## src/rtl/serial_adder_seq_if.sv

```systemverilog
// Operand/result handshake bundle for serial_adder_seq.
// The master is the producer/consumer side; the slave is the adder.
interface serial_adder_seq_if #(
  parameter int WIDTH = 8
);
  logic             in_valid;
  logic             in_ready;
  logic [WIDTH-1:0] a;
  logic [WIDTH-1:0] b;
  logic             cin;
  logic             out_valid;
  logic             out_ready;
  logic [WIDTH-1:0] sum;
  logic             cout;
  logic             busy;

  modport master (
    output in_valid, a, b, cin, out_ready,
    input  in_ready, out_valid, sum, cout, busy
  );

  modport slave (
    input  in_valid, a, b, cin, out_ready,
    output in_ready, out_valid, sum, cout, busy
  );
endinterface

```

## src/rtl/serial_adder_seq.sv

```systemverilog
// Bit-serial adder: one full-adder cell, LSB first, WIDTH cycles per operation.
// Result and carry registers drive sum/cout directly and hold until the next accept.
module serial_adder_seq #(
  parameter int WIDTH = 8
) (
  input logic              clk,
  input logic              rst,
  serial_adder_seq_if.slave bus
);
  localparam int CW = $clog2(WIDTH);
  localparam logic [CW-1:0] LAST = CW'(WIDTH - 1);

  typedef enum logic [1:0] {IDLE, SHIFT, DONE} state_t;

  state_t           state_q, state_d;
  logic [WIDTH-1:0] a_q, b_q, res_q;
  logic             carry_q;
  logic [CW-1:0]    cnt_q;
  logic             accept;
  logic             s_bit, c_next;

  assign accept = (state_q == IDLE) && bus.in_valid;
  assign s_bit  = a_q[0] ^ b_q[0] ^ carry_q;
  assign c_next = (a_q[0] & b_q[0]) | (b_q[0] & carry_q) | (a_q[0] & carry_q);

  always_ff @(posedge clk) begin
    if (rst) state_q <= IDLE;
    else     state_q <= state_d;
  end

  always_comb begin
    state_d       = state_q;
    bus.in_ready  = 1'b0;
    bus.out_valid = 1'b0;
    bus.busy      = 1'b1;
    unique case (state_q)
      IDLE: begin
        bus.in_ready = 1'b1;
        bus.busy     = 1'b0;
        if (bus.in_valid) state_d = SHIFT;
      end
      SHIFT: begin
        if (cnt_q == LAST) state_d = DONE;
      end
      DONE: begin
        bus.out_valid = 1'b1;
        if (bus.out_ready) state_d = IDLE;
      end
      default: state_d = IDLE;
    endcase
  end

  // Counter saturates at LAST so it never wraps, even for power-of-two WIDTH.
  always_ff @(posedge clk) begin
    if (rst) begin
      a_q     <= '0;
      b_q     <= '0;
      res_q   <= '0;
      carry_q <= 1'b0;
      cnt_q   <= '0;
    end else if (accept) begin
      a_q     <= bus.a;
      b_q     <= bus.b;
      res_q   <= '0;
      carry_q <= bus.cin;
      cnt_q   <= '0;
    end else if (state_q == SHIFT) begin
      a_q     <= {1'b0, a_q[WIDTH-1:1]};
      b_q     <= {1'b0, b_q[WIDTH-1:1]};
      res_q   <= {s_bit, res_q[WIDTH-1:1]};
      carry_q <= c_next;
      if (cnt_q != LAST) cnt_q <= cnt_q + CW'(1);
    end
  end

  assign bus.sum  = res_q;
  assign bus.cout = carry_q;
endmodule

```

## src/flat_wrapper.sv

```systemverilog
// flat-port wrapper written by rule: the top's interface ports become plain ports
module serial_adder_seq_flat 
#(
  parameter int WIDTH = 8
)
  (clk, rst, bus_in_valid, bus_a, bus_b, bus_cin, bus_out_ready, bus_in_ready, bus_out_valid, bus_sum, bus_cout, bus_busy);
  serial_adder_seq_if #(.WIDTH(WIDTH)) bus_i ();
  input logic clk;
  input logic rst;
  input wire logic [$bits(bus_i.in_valid)-1:0] bus_in_valid;
  input wire logic [$bits(bus_i.a)-1:0] bus_a;
  input wire logic [$bits(bus_i.b)-1:0] bus_b;
  input wire logic [$bits(bus_i.cin)-1:0] bus_cin;
  input wire logic [$bits(bus_i.out_ready)-1:0] bus_out_ready;
  output wire logic [$bits(bus_i.in_ready)-1:0] bus_in_ready;
  output wire logic [$bits(bus_i.out_valid)-1:0] bus_out_valid;
  output wire logic [$bits(bus_i.sum)-1:0] bus_sum;
  output wire logic [$bits(bus_i.cout)-1:0] bus_cout;
  output wire logic [$bits(bus_i.busy)-1:0] bus_busy;
  assign bus_i.in_valid = bus_in_valid;
  assign bus_i.a = bus_a;
  assign bus_i.b = bus_b;
  assign bus_i.cin = bus_cin;
  assign bus_i.out_ready = bus_out_ready;
  assign bus_in_ready = bus_i.in_ready;
  assign bus_out_valid = bus_i.out_valid;
  assign bus_sum = bus_i.sum;
  assign bus_cout = bus_i.cout;
  assign bus_busy = bus_i.busy;
  serial_adder_seq #(.WIDTH(WIDTH)) u_core (.clk(clk), .rst(rst), .bus(bus_i));
endmodule
```

## config.mk

```make
export PLATFORM = sky130hd
export DESIGN_NAME = serial_adder_seq_flat
export DESIGN_NICKNAME = d
export VERILOG_FILES = /design/src/rtl/serial_adder_seq_if.sv /design/src/rtl/serial_adder_seq.sv /design/src/flat_wrapper.sv
export SDC_FILE = /design/constraint.sdc
export NUM_CORES = 1
export LEC_CHECK = 0
export ABC_CLOCK_PERIOD_IN_PS = 1250
export BUFFER_PORTS_ARGS = -buffer_cell sky130_fd_sc_hd__buf_2
export CORE_AREA = 2 2 56 58
export CTS_BUF_LIST = sky130_fd_sc_hd__clkbuf_2
export DETAILED_ROUTE_END_ITERATION = 12
export DIE_AREA = 0 0 58 60
export HOLD_SLACK_MARGIN = 0.06
export PLACE_DENSITY = 0.74
export SETUP_SLACK_MARGIN = 0.15
export SYNTH_ARGS = -nofsm -noshare
export SYNTH_HDL_FRONTEND = slang
export SYNTH_SLANG_ARGS = --single-unit
```

## constraint.sdc

```tcl
create_clock -name clk -period 1.25 [get_ports clk]
set_input_delay 0.0625 -clock clk [delete_from_list [all_inputs] [get_ports clk]]
set_output_delay 0.0625 -clock clk [all_outputs]
set_load 0.02 [all_outputs]
```

Word-level counts from Yosys, hierarchy flattened

Index checks and enable logic that the tools add are counted.

Register bits after elaboration: 30
Output and inout port bits: 12

Add/sub/neg operators: 1
Eq/ne operators: 7
Mux-type cells: 13
Bitwise logic cells: 7
Reductions and logical operators: 6

Operator list:

| kind                  | number |
|---|---|
| $mux W8               | 4 |
| $mux W2               | 3 |
| $pmux W2 S3           | 1 |
| $mux W1               | 5 |
| $ne A2 B2 Y1 const B  | 2 |
| $add A3 B1 Y3 const B | 1 |
| $and A1 B1 Y1         | 3 |
| $eq A3 B3 Y1 const B  | 1 |
| $ne A3 B3 Y1 const B  | 1 |
| $reduce_and A3 Y1     | 1 |
| $eq A2 B1 Y1 const B  | 1 |
| $eq A2 B2 Y1 const B  | 1 |
| $logic_not A2 Y1      | 1 |
| $ne A2 B1 Y1 const B  | 1 |
| $or A1 B1 Y1          | 2 |
| $reduce_and A2 Y1     | 1 |
| $reduce_bool A2 Y1    | 1 |
| $reduce_or A2 Y1      | 1 |
| $xor A1 B1 Y1         | 2 |
| $logic_and A1 B1 Y1   | 1 |

Logic depth before layout (Yosys ltp)

Gate-level depths: netlist (run 1).

Depth after elaboration: 5
Depth in mapped cells: 5
Depth with buffers taken out: 5

Least setup slack after synthesis (run 1)

Ideal clock, no wire load.

Kind: register to register
From: reg u_core.cnt_q[0]
To: reg u_core.cnt_q[0]
Data arrival time: 1.222 ns
Data required time: 1.135 ns
Path slack: -0.086 ns
Cell stages (with the launch flop): 6
Buffers on the path: 0
Clock period less this slack: 1.336 ns
Cells stage by stage: dfxtp_1 -> ha_1 -> ha_1 -> nor3b_1 -> xnor2_1 -> nor2_1

Word-level cells in the longest chain between the ends: 2
Elaborated cells on any way between the ends: 3
Those cells by class: 1 x add/sub; 1 x eq/ne; 1 x reduce/logical

Ends and longest elaborated chain:

| item                                                  | RTL line               | text |
|---|---|---|
| from (decl)                                           | serial_adder_seq.sv:18 | `logic [CW-1:0] cnt_q;` |
| from (signal assigned)                                | serial_adder_seq.sv:72 | `if (cnt_q != LAST) cnt_q <= cnt_q + CW'(1);` |
| branches (longest 2 deep; another with $add A3 B1 Y3) | -                      |  |

Several ways; the timed one is not identified.
A chain may end at the register's enable or synchronous reset.

Final worst setup path (run 1)

From: reg u_core.state_q[1]
To: reg u_core.b_q[1]

Word-level cells in the longest chain between the ends: 3
Elaborated cells on any way between the ends: 5
Those cells by class: 1 x eq/ne; 1 x mux; 3 x reduce/logical

Ends and longest elaborated chain:

| item                                                 | RTL line               | text |
|---|---|---|
| from (decl)                                          | serial_adder_seq.sv:15 | `state_t state_q, state_d;` |
| from (signal assigned)                               | serial_adder_seq.sv:28 | `else state_q <= state_d;` |
| $logic_not A2 Y1                                     | serial_adder_seq.sv:22 | `assign accept = (state_q == IDLE) && bus.in_valid;` |
| $logic_and A1 B1 Y1                                  | serial_adder_seq.sv:22 |  |
| $mux W8 / $reduce_bool A2 Y1 (equally long branches) | -                      |  |
| to (signal assigned)                                 | serial_adder_seq.sv:63 | `b_q <= bus.b;` |
| to (signal assigned)                                 | serial_adder_seq.sv:69 | `b_q <= {1'b0, b_q[WIDTH-1:1]};` |
| to (decl)                                            | serial_adder_seq.sv:16 | `logic [WIDTH-1:0] a_q, b_q, res_q;` |

Parallel ways exist; a longest one is shown, timed or not.

==> parameters.txt, run 1 <==
Parameter                              Value

Routing
  Final routed wire length divided by cell count ... approximately 16 µm
  Via total after detailed routing ... ~1.4k
  # DRC ... 0
  First-iteration detailed-routing DRC count ... a little under 50
  Length of the first detailed-routing pass in iterations ... 4
  Vias/cell ... 5.43
  Final WL ... 4040 µm
  Number of nets with antenna violations after routing ... 0

Synth
  Sequential fraction of the synthesis area ... 44.7%
  Net count of the mapped netlist ... 182
  Share of Yosys cell area claimed by the top area cell type ... about 45%
  Synth warn ... 0
  Synthesized area divided by synthesized cell count ... roughly 8.5 µm²
  Synth async-reset ratio ... 0%
  Count of flip-flops with a built-in enable after synthesis ... 0
  Largest area contributor in the synthesized netlist ... sky130_fd_sc_hd__dfxtp_1
  Register bit total from synthesis ... 30
  Synth top area cells ... sky130_fd_sc_hd__dfxtp_1 45%, sky130_fd_sc_hd__a21oi_1 9.7%, sky130_fd_sc_hd__nand2_1 8.9%
  Most frequent cells after synthesis ... 32 x sky130_fd_sc_hd__nand2_1, 30 x sky130_fd_sc_hd__dfxtp_1, 26 x sky130_fd_sc_hd__a21oi_1
  Primary FF master, synth ... sky130_fd_sc_hd__dfxtp_1
  Combined area of all synthesized cells ... 1340 µm²
  Synth unique cells ... 28
  Post-Syn Instances ... between 150 and 200
  Most repeated cell in the gate-level netlist after synthesis ... sky130_fd_sc_hd__nand2_1

Timing
  Number of setup violations in the final report ... 11
  Final worst setup slack ... -0.0614 ns
  Unrepaired setup endpoints after global routing ... yes
  Minimum period implied by the final worst setup slack ... between 1 and 1.5 ns
  Part of the cycle the worst path needs ... 105%
  Relative slew margins ... just over 80%
  Maximum clock frequency ... 763 MHz
  Final Slew Violations ... 0
  Post-Route Skew ... 0.0119 ns
  Transition time of the tightest slew-check pin ... between 0.2 and 0.3 ns
  Final hold violation count ... 0

GRT
  First-pass GRT wire length ... about 6000 µm
  Number of antenna violations at the first check in global routing ... 0
  Grt total ovfl ... 0
  Vias in the first global route ... between 1k and 1.5k
  Total Routing Usage GR ... 23.3%
  Largest net degree at the start of global routing ... 14

Final layout
  Number of nets in the finished design ... roughly 250
  Number of antenna diodes ... 0
  Fraction of layout cells with a size suffix above 1 ... a little over half
  Layout Cells excl Fill ... approximately 260
  Growth of design area from synthesis to finish ... 61.2%
  Final Instance Area ... 2170 µm²

Worst setup path
  Stages on worst setup path ... 4
  CP delay by family, top ... simple AND/OR/NAND/NOR gates
  Cell Chain, Critical Path ... or3b_4 > buf_6 > nor2_1 > a211oi_2
  Critical Path Start Type ... flop
  Peak fanout along the critical path ... 7
  Critical path class ... flop to flop
  Data arrival at the endpoint of the critical path ... between 1.5 and 2 ns
  Max stage delay cell, worst path ... sky130_fd_sc_hd__or3b_4
  FF-to-FF path depth ... 4
  Element type at the critical path end ... flop
  Slowest Stage Delay on Critical Path ... 0.44 ns
  Number of buffers and inverters on the critical path ... 1
  Required time reported for the critical path endpoint ... between 1.5 and 2 ns
  R2R Setup Slk ... -0.06 ns

Floorplan
  Starting density of the core ... between 40% and 50%
  Row cnt ... 20
  Die W ... ~58 µm
  Height of the chip ... 60 µm
  Full die area ... roughly 3500 µm²
  I/O pin count ... 33
  Floorplan core area ... approximately 2900 µm²

Power and ir drop
  Combinational power share ... 24.6%
  Share of power burned in the clock network ... ~23%
  Switching Fraction ... 30.2%
  Ratio of total power to cell area ... approximately 930 nW/µm²
  Leakage power figure ... 0.850 nW
  Total internal power ... around 0.0014 W
  Net switching power of the design ... between 0.0006 and 0.0007 W
  Overall power of the completed layout ... roughly 0.0020 W
  Part of the power in registers ... ~53%
  Max IR drop VDD ... 0.772 mV

Run status
  Violations in the final reports ... setup timing
  Status ... complete, but fails checks

Placed design
  Post-detailed-placement cell area ... 1570 µm²
  Placed Instances ... ~230
  Port Buffer Count ... 32
  Placed wire-length estimate ... about 2200 µm
  Routability Congestion ... ~0.73

Job
  Count of maximum capacitance violations ... 0

Clock network
  TritonCTS buffer count ... 5
  Sinks on Clock Net ... 30
  TritonCTS clock tree ... yes
  Clock network latency to the later pin of the worst-skew pair ... ~0.36 ns
  Largest buffer count on any clock path ... 2
  Clock input transition at the sequential cells of the worst setup and hold paths ... 0.15 ns
  Clock root buffer ... sky130_fd_sc_hd__clkbuf_2
  Depth of the CTS H-tree ... 2

Worst hold path
  Min-delay worst type ... input port to flop
  Hold Path Cell Cnt ... 3
power by group through the flow:
stage | clock, W | sequential, W | combinational, W
4_1_cts | 0.000467 | 0.00105 | 0.000427
3_3_place_gp | 0 | 0.00106 | 0.000283
5_1_grt | 0.000524 | 0.00106 | 0.000529
2_1_floorplan | 0 | 0.00106 | 0.000211
6_report | 0.000462 | 0.00106 | 0.000494
3_5_place_dp | 0 | 0.00106 | 0.000300
cell type report:
| cell class | count | area, µm² |
|---|---|---|
| repair buffers | 71 | 581 |
| clock buffers | 7 | 35.0 |
| well taps | 33 | 41.3 |
| inverters | 3 | 11.3 |
| flip-flops and latches | 30 | 616 |
| multi-input cells | 113 | 882 |
| fillers | 205 | 737 |
placed cells by master, fill, tap and decap left out, types with 2 or more instances in the layout:
master and instances:
sky130_fd_sc_hd__dfxtp_4 3, sky130_fd_sc_hd__ha_4 2, sky130_fd_sc_hd__buf_4 8, sky130_fd_sc_hd__o22ai_1 2
sky130_fd_sc_hd__a21oi_1 13, sky130_fd_sc_hd__dfxtp_1 24, sky130_fd_sc_hd__dfxtp_2 3, sky130_fd_sc_hd__a21oi_2 12
sky130_fd_sc_hd__nand2_1 31, sky130_fd_sc_hd__nand2b_4 3, sky130_fd_sc_hd__nand3_1 2, sky130_fd_sc_hd__inv_1 2
sky130_fd_sc_hd__clkbuf_2 7, sky130_fd_sc_hd__buf_2 28, sky130_fd_sc_hd__buf_6 16, sky130_fd_sc_hd__nor2_4 4
sky130_fd_sc_hd__nor2_1 6, sky130_fd_sc_hd__a211oi_2 14, sky130_fd_sc_hd__dlygate4sd3_1 18, sky130_fd_sc_hd__nor2_2 7
sky130_fd_sc_hd__nor3b_4 2
flip-flops by register name (all words and copies together), names as in the netlist:
name	flops
u_core.state_q	2
u_core.bus.sum	8
u_core.a_q	8
u_core.cnt_q	3
u_core.b_q	8
u_core.bus.cout	1
tightest hold or removal path, delay by kind of cell:
kind / cells / cell delay, ns
AO/OA/AOI/OAI: 2 / 0.25
buffers and inverters: 1 / 0.10
through the flow:
step	worst slack (ns)	utilization (%)	TNS (ns)	hold slack, ns
finish	-0.0614	74.6	-0.285	0.0775
global route	-0.106	74.6	-1.03	0.0432
CTS	0.0150	69.9	0	0.0655
detailed placement	-0.0641	54.1	-0.0641	0.319
global placement	0.0461	54.1	0	0.305
floorplan	0.0324	-	0	0.199
repair_timing:
action                     in CTS  in global routing
buffers inserted                4                  2
hold endpoints to repair       18                  0
pin swaps                      19                 13
hold buffers                   18                  0
gates cloned                    0                  1
resized for setup              53                 30
setup endpoints to repair      33                 34
final timing paths:
path | start | end
setup reg to reg | u_core.state_q[1] | u_core.b_q[1]
setup / recovery | u_core.state_q[1] | u_core.b_q[1]
hold reg to reg | u_core.bus.sum[0] | u_core.bus.sum[0]
hold / removal | bus_a[0] | u_core.a_q[0]
kinds of logic after synthesis:
| logic type | synth area share, % |
|---|---|
| AOI/OAI and AO/OA | 21.3 |
| xor gates and xnor gates | 0.652 |
| adders and majority gates | 3.35 |
| buffers and inverters | 8.85 |
| DFF | 44.7 |
| and+or+nand+nor | 21.1 |
layer usage:
metal  up-vias  GRT usage [%]  share of wire [%]
li1        668              -                  -
met1       680           25.3                 40
met2        41           43.0                 55
met3         7           4.76                3.8
met4         0           11.6                1.4
met5         -              0                  0
Power figures use the tool's default switching activity.
==> run 2, diff against run 1 <==
Settings changed: BUFFER_PORTS_ARGS -buffer_cell sky130_fd_sc_hd__buf_2 to unset, CORE_AREA 2 2 56 58 to 2 2 55 57, DIE_AREA 0 0 58 60 to 0 0 57 59, DONT_BUFFER_PORTS set to 1, PLACE_DENSITY 0.74 to 0.66.
==> run 2 against run 1 <==
  * The flow finishes with violations (hold timing, setup timing)
  * Clock power down 4.5%
  * Sequential share of layout area up 7.6 points
  * Register-to-register slack better by 0.05 ns
  * Critical path depth unchanged
  * Core utilization down 12 points
  * Design area down 22%
  * Die area down 3.4%
  * First-iteration DRC count up 16%
  * Critical endpoint is now u_core.b_q[6]
  * Global-route usage down 4.7 points
==> parameters.txt, run 2 (same netlist as run 1, synthesis figures left out) <==
Parameter                              Value

Run status
  Status ... complete, but fails checks
  Violations in the final reports ... hold timing, setup timing

Worst setup path
  Critical Path Start Type ... flop
  Data arrival at the endpoint of the critical path ... between 1 and 1.5 ns
  Slowest Stage Delay on Critical Path ... around 0.45 ns
  Reg-to-reg critical path startpoint ... u_core.state_q[1]
  CP delay by family, top ... simple AND/OR/NAND/NOR gates
  FF-to-FF path depth ... 4
  Critical path class ... flop to flop
  Max stage delay cell, worst path ... sky130_fd_sc_hd__or3b_4
  Required time reported for the critical path endpoint ... 1.48 ns
  Number of buffers and inverters on the critical path ... 1
  Cell Chain, Critical Path ... or3b_4 > buf_8 > nor2_4 > a211oi_2
  Element type at the critical path end ... flop
  R2R Setup Slk ... -0.009 ns
  Peak fanout along the critical path ... 7
  End of the worst register-to-register path ... u_core.b_q[6]

Final layout
  Growth of design area from synthesis to finish ... 26.4%
  Number of nets in the finished design ... 194
  Filler instances ... 223
  Multi-input combinational cell area ... between 800 and 900 µm²
  Register area ... slightly above 600 µm²
  Fraction of layout cells with a size suffix above 1 ... approximately 40%
  Final Instance Area ... 1700 µm²
  Leading cell type in the layout, fill and taps excluded ... sky130_fd_sc_hd__nand2_1
  Top library cells by usage in the layout, fill and taps aside ... 32 x sky130_fd_sc_hd__nand2_1, 25 x sky130_fd_sc_hd__dfxtp_1, 17 x sky130_fd_sc_hd__a21oi_1
  Number of antenna diodes ... 0

Power and ir drop
  Max IR drop VDD ... 0.837 mV
  Ratio of total power to cell area ... ~1100 nW/µm²
  Net switching power of the design ... just over 0.0005 W
  Part of the power in registers ... 58.1%
  Share of power burned in the clock network ... 24.3%
  Switching Fraction ... 27.9%
  Total internal power ... 0.00131 W
  Leakage power figure ... around 0.59 nW
  Combinational power share ... ~18%
  Overall power of the completed layout ... roughly 0.0018 W

GRT
  Total Routing Usage GR ... approximately a fifth
  Largest net degree at the start of global routing ... 21
  Grt total ovfl ... 0
  Vias in the first global route ... about 1.1k
  Number of antenna violations at the first check in global routing ... 0
  First-pass GRT wire length ... between 4000 and 5000 µm

Routing
  # DRC ... 0
  Final routed wire length divided by cell count ... between 10 and 15 µm
  Length of the first detailed-routing pass in iterations ... 4
  First-iteration detailed-routing DRC count ... 57
  Via total after detailed routing ... approximately 1.1k
  Vias/cell ... roughly 5.6
  Final WL ... between 2000 and 3000 µm
  Number of nets with antenna violations after routing ... 0

Floorplan
  Height of the chip ... between 50 and 60 µm
  I/O pin count ... 33
  Starting density of the core ... 49.6%
  Floorplan core area ... about 2700 µm²
  Row cnt ... 19
  Die W ... between 50 and 60 µm
  Full die area ... 3360 µm²

Timing
  Maximum clock frequency ... about 790 MHz
  Relative slew margins ... about four fifths
  Final worst setup slack ... -0.00939 ns
  Post-Route Skew ... roughly 0.0023 ns
  Unrepaired setup endpoints after global routing ... yes
  Minimum period implied by the final worst setup slack ... 1.26 ns
  Number of setup violations in the final report ... 2
  Hold_ws ... -0.227 ns
  Part of the cycle the worst path needs ... 101%
  Final hold violation count ... 29
  Transition time of the tightest slew-check pin ... approximately 0.27 ns
  Final Slew Violations ... 0

Clock network
  Sinks on Clock Net ... 30
  Depth of the CTS H-tree ... 2
  Largest buffer count on any clock path ... 2
  TritonCTS clock tree ... yes
  TritonCTS buffer count ... 5
  Clock root buffer ... sky130_fd_sc_hd__clkbuf_2
  Clock network latency to the later pin of the worst-skew pair ... around 0.33 ns
  Clock input transition at the sequential cells of the worst setup and hold paths ... approximately 0.13 ns

Worst hold path
  Start point of the worst min-delay path ... rst
  Hold Path Cell Cnt ... 1
  Min-delay worst type ... input port to flop
  Endpoint with the worst hold slack ... u_core.b_q[0]

Placed design
  Post-detailed-placement cell area ... 1420 µm²
  Placed wire-length estimate ... 1920 µm
  Routability Congestion ... around 0.71
  Port Buffer Count ... 0
  Worst slack at placement ... -0.0242 ns

Job
  Count of maximum capacitance violations ... 0
==> run 2: through the flow <==
stage	utilization [%]	std cells	setup TNS, ns
after floorplan	-	158	0
after global placement	52.4	191	0
after detailed placement	52.4	191	-0.0242
after CTS	59.3	200	0
after global routing	62.6	201	-0.806
final	62.6	201	-0.0122
==> run 2: worst max-delay path by stage <==
stage	start	end	slack (ns)	cells after the start
floorplan	u_core.state_q[1]	u_core.a_q[6]	0.03	5
global placement	u_core.state_q[0]	u_core.b_q[1]	0.02	4
detailed placement	u_core.cnt_q[0]	u_core.cnt_q[0]	-0.02	5
CTS	u_core.state_q[0]	u_core.a_q[4]	0.03	5
global route	u_core.state_q[0]	u_core.b_q[2]	-0.08	5
finish	u_core.state_q[1]	u_core.b_q[6]	-0.009	4
==> run 2: layer usage <==
metal,part of all wire [%],GRT usage [%]
met1,38,21.2
met2,56,32.2
met5,0,0
met3,4.3,4.80
met4,1.4,9.97
==> run 2: power groups by stage <==
stage / Sequential, W / Combinational, W / Clock (W)
final: 0.00106 / 0.000320 / 0.000441
after global routing: 0.00106 / 0.000355 / 0.000496
after CTS: 0.00105 / 0.000288 / 0.000456
after detailed placement: 0.00107 / 0.000239 / 0
after global placement: 0.00107 / 0.000232 / 0
after floorplan: 0.00106 / 0.000211 / 0
==> run 2: cell type report <==
| cell class | count | area share (%) |
|---|---|---|
| clock buffers | 7 | 2.06 |
| inverters | 3 | 0.663 |
| multi-input cells | 113 | 48.3 |
| flip-flops and latches | 30 | 36.0 |
| well taps | 31 | 2.28 |
| repair buffers | 17 | 10.7 |
==> run 2: timing repair <==
item | in CTS | in global routing
gates resized for setup | 40 | 20
setup endpoints to repair | 32 | 33
buffers inserted | 2 | 1
endpoints found under the hold margin | 30 | 30
pin swaps | 19 | 4
cloned | 0 | 0
==> run 2: worst register-to-register path, cell delays in order, from the launching register on <==
cell	delay, ns
sky130_fd_sc_hd__dfxtp_4	0.40
sky130_fd_sc_hd__or3b_4	0.45
sky130_fd_sc_hd__buf_8	0.16
sky130_fd_sc_hd__nor2_4	0.10
sky130_fd_sc_hd__a211oi_2	0.06
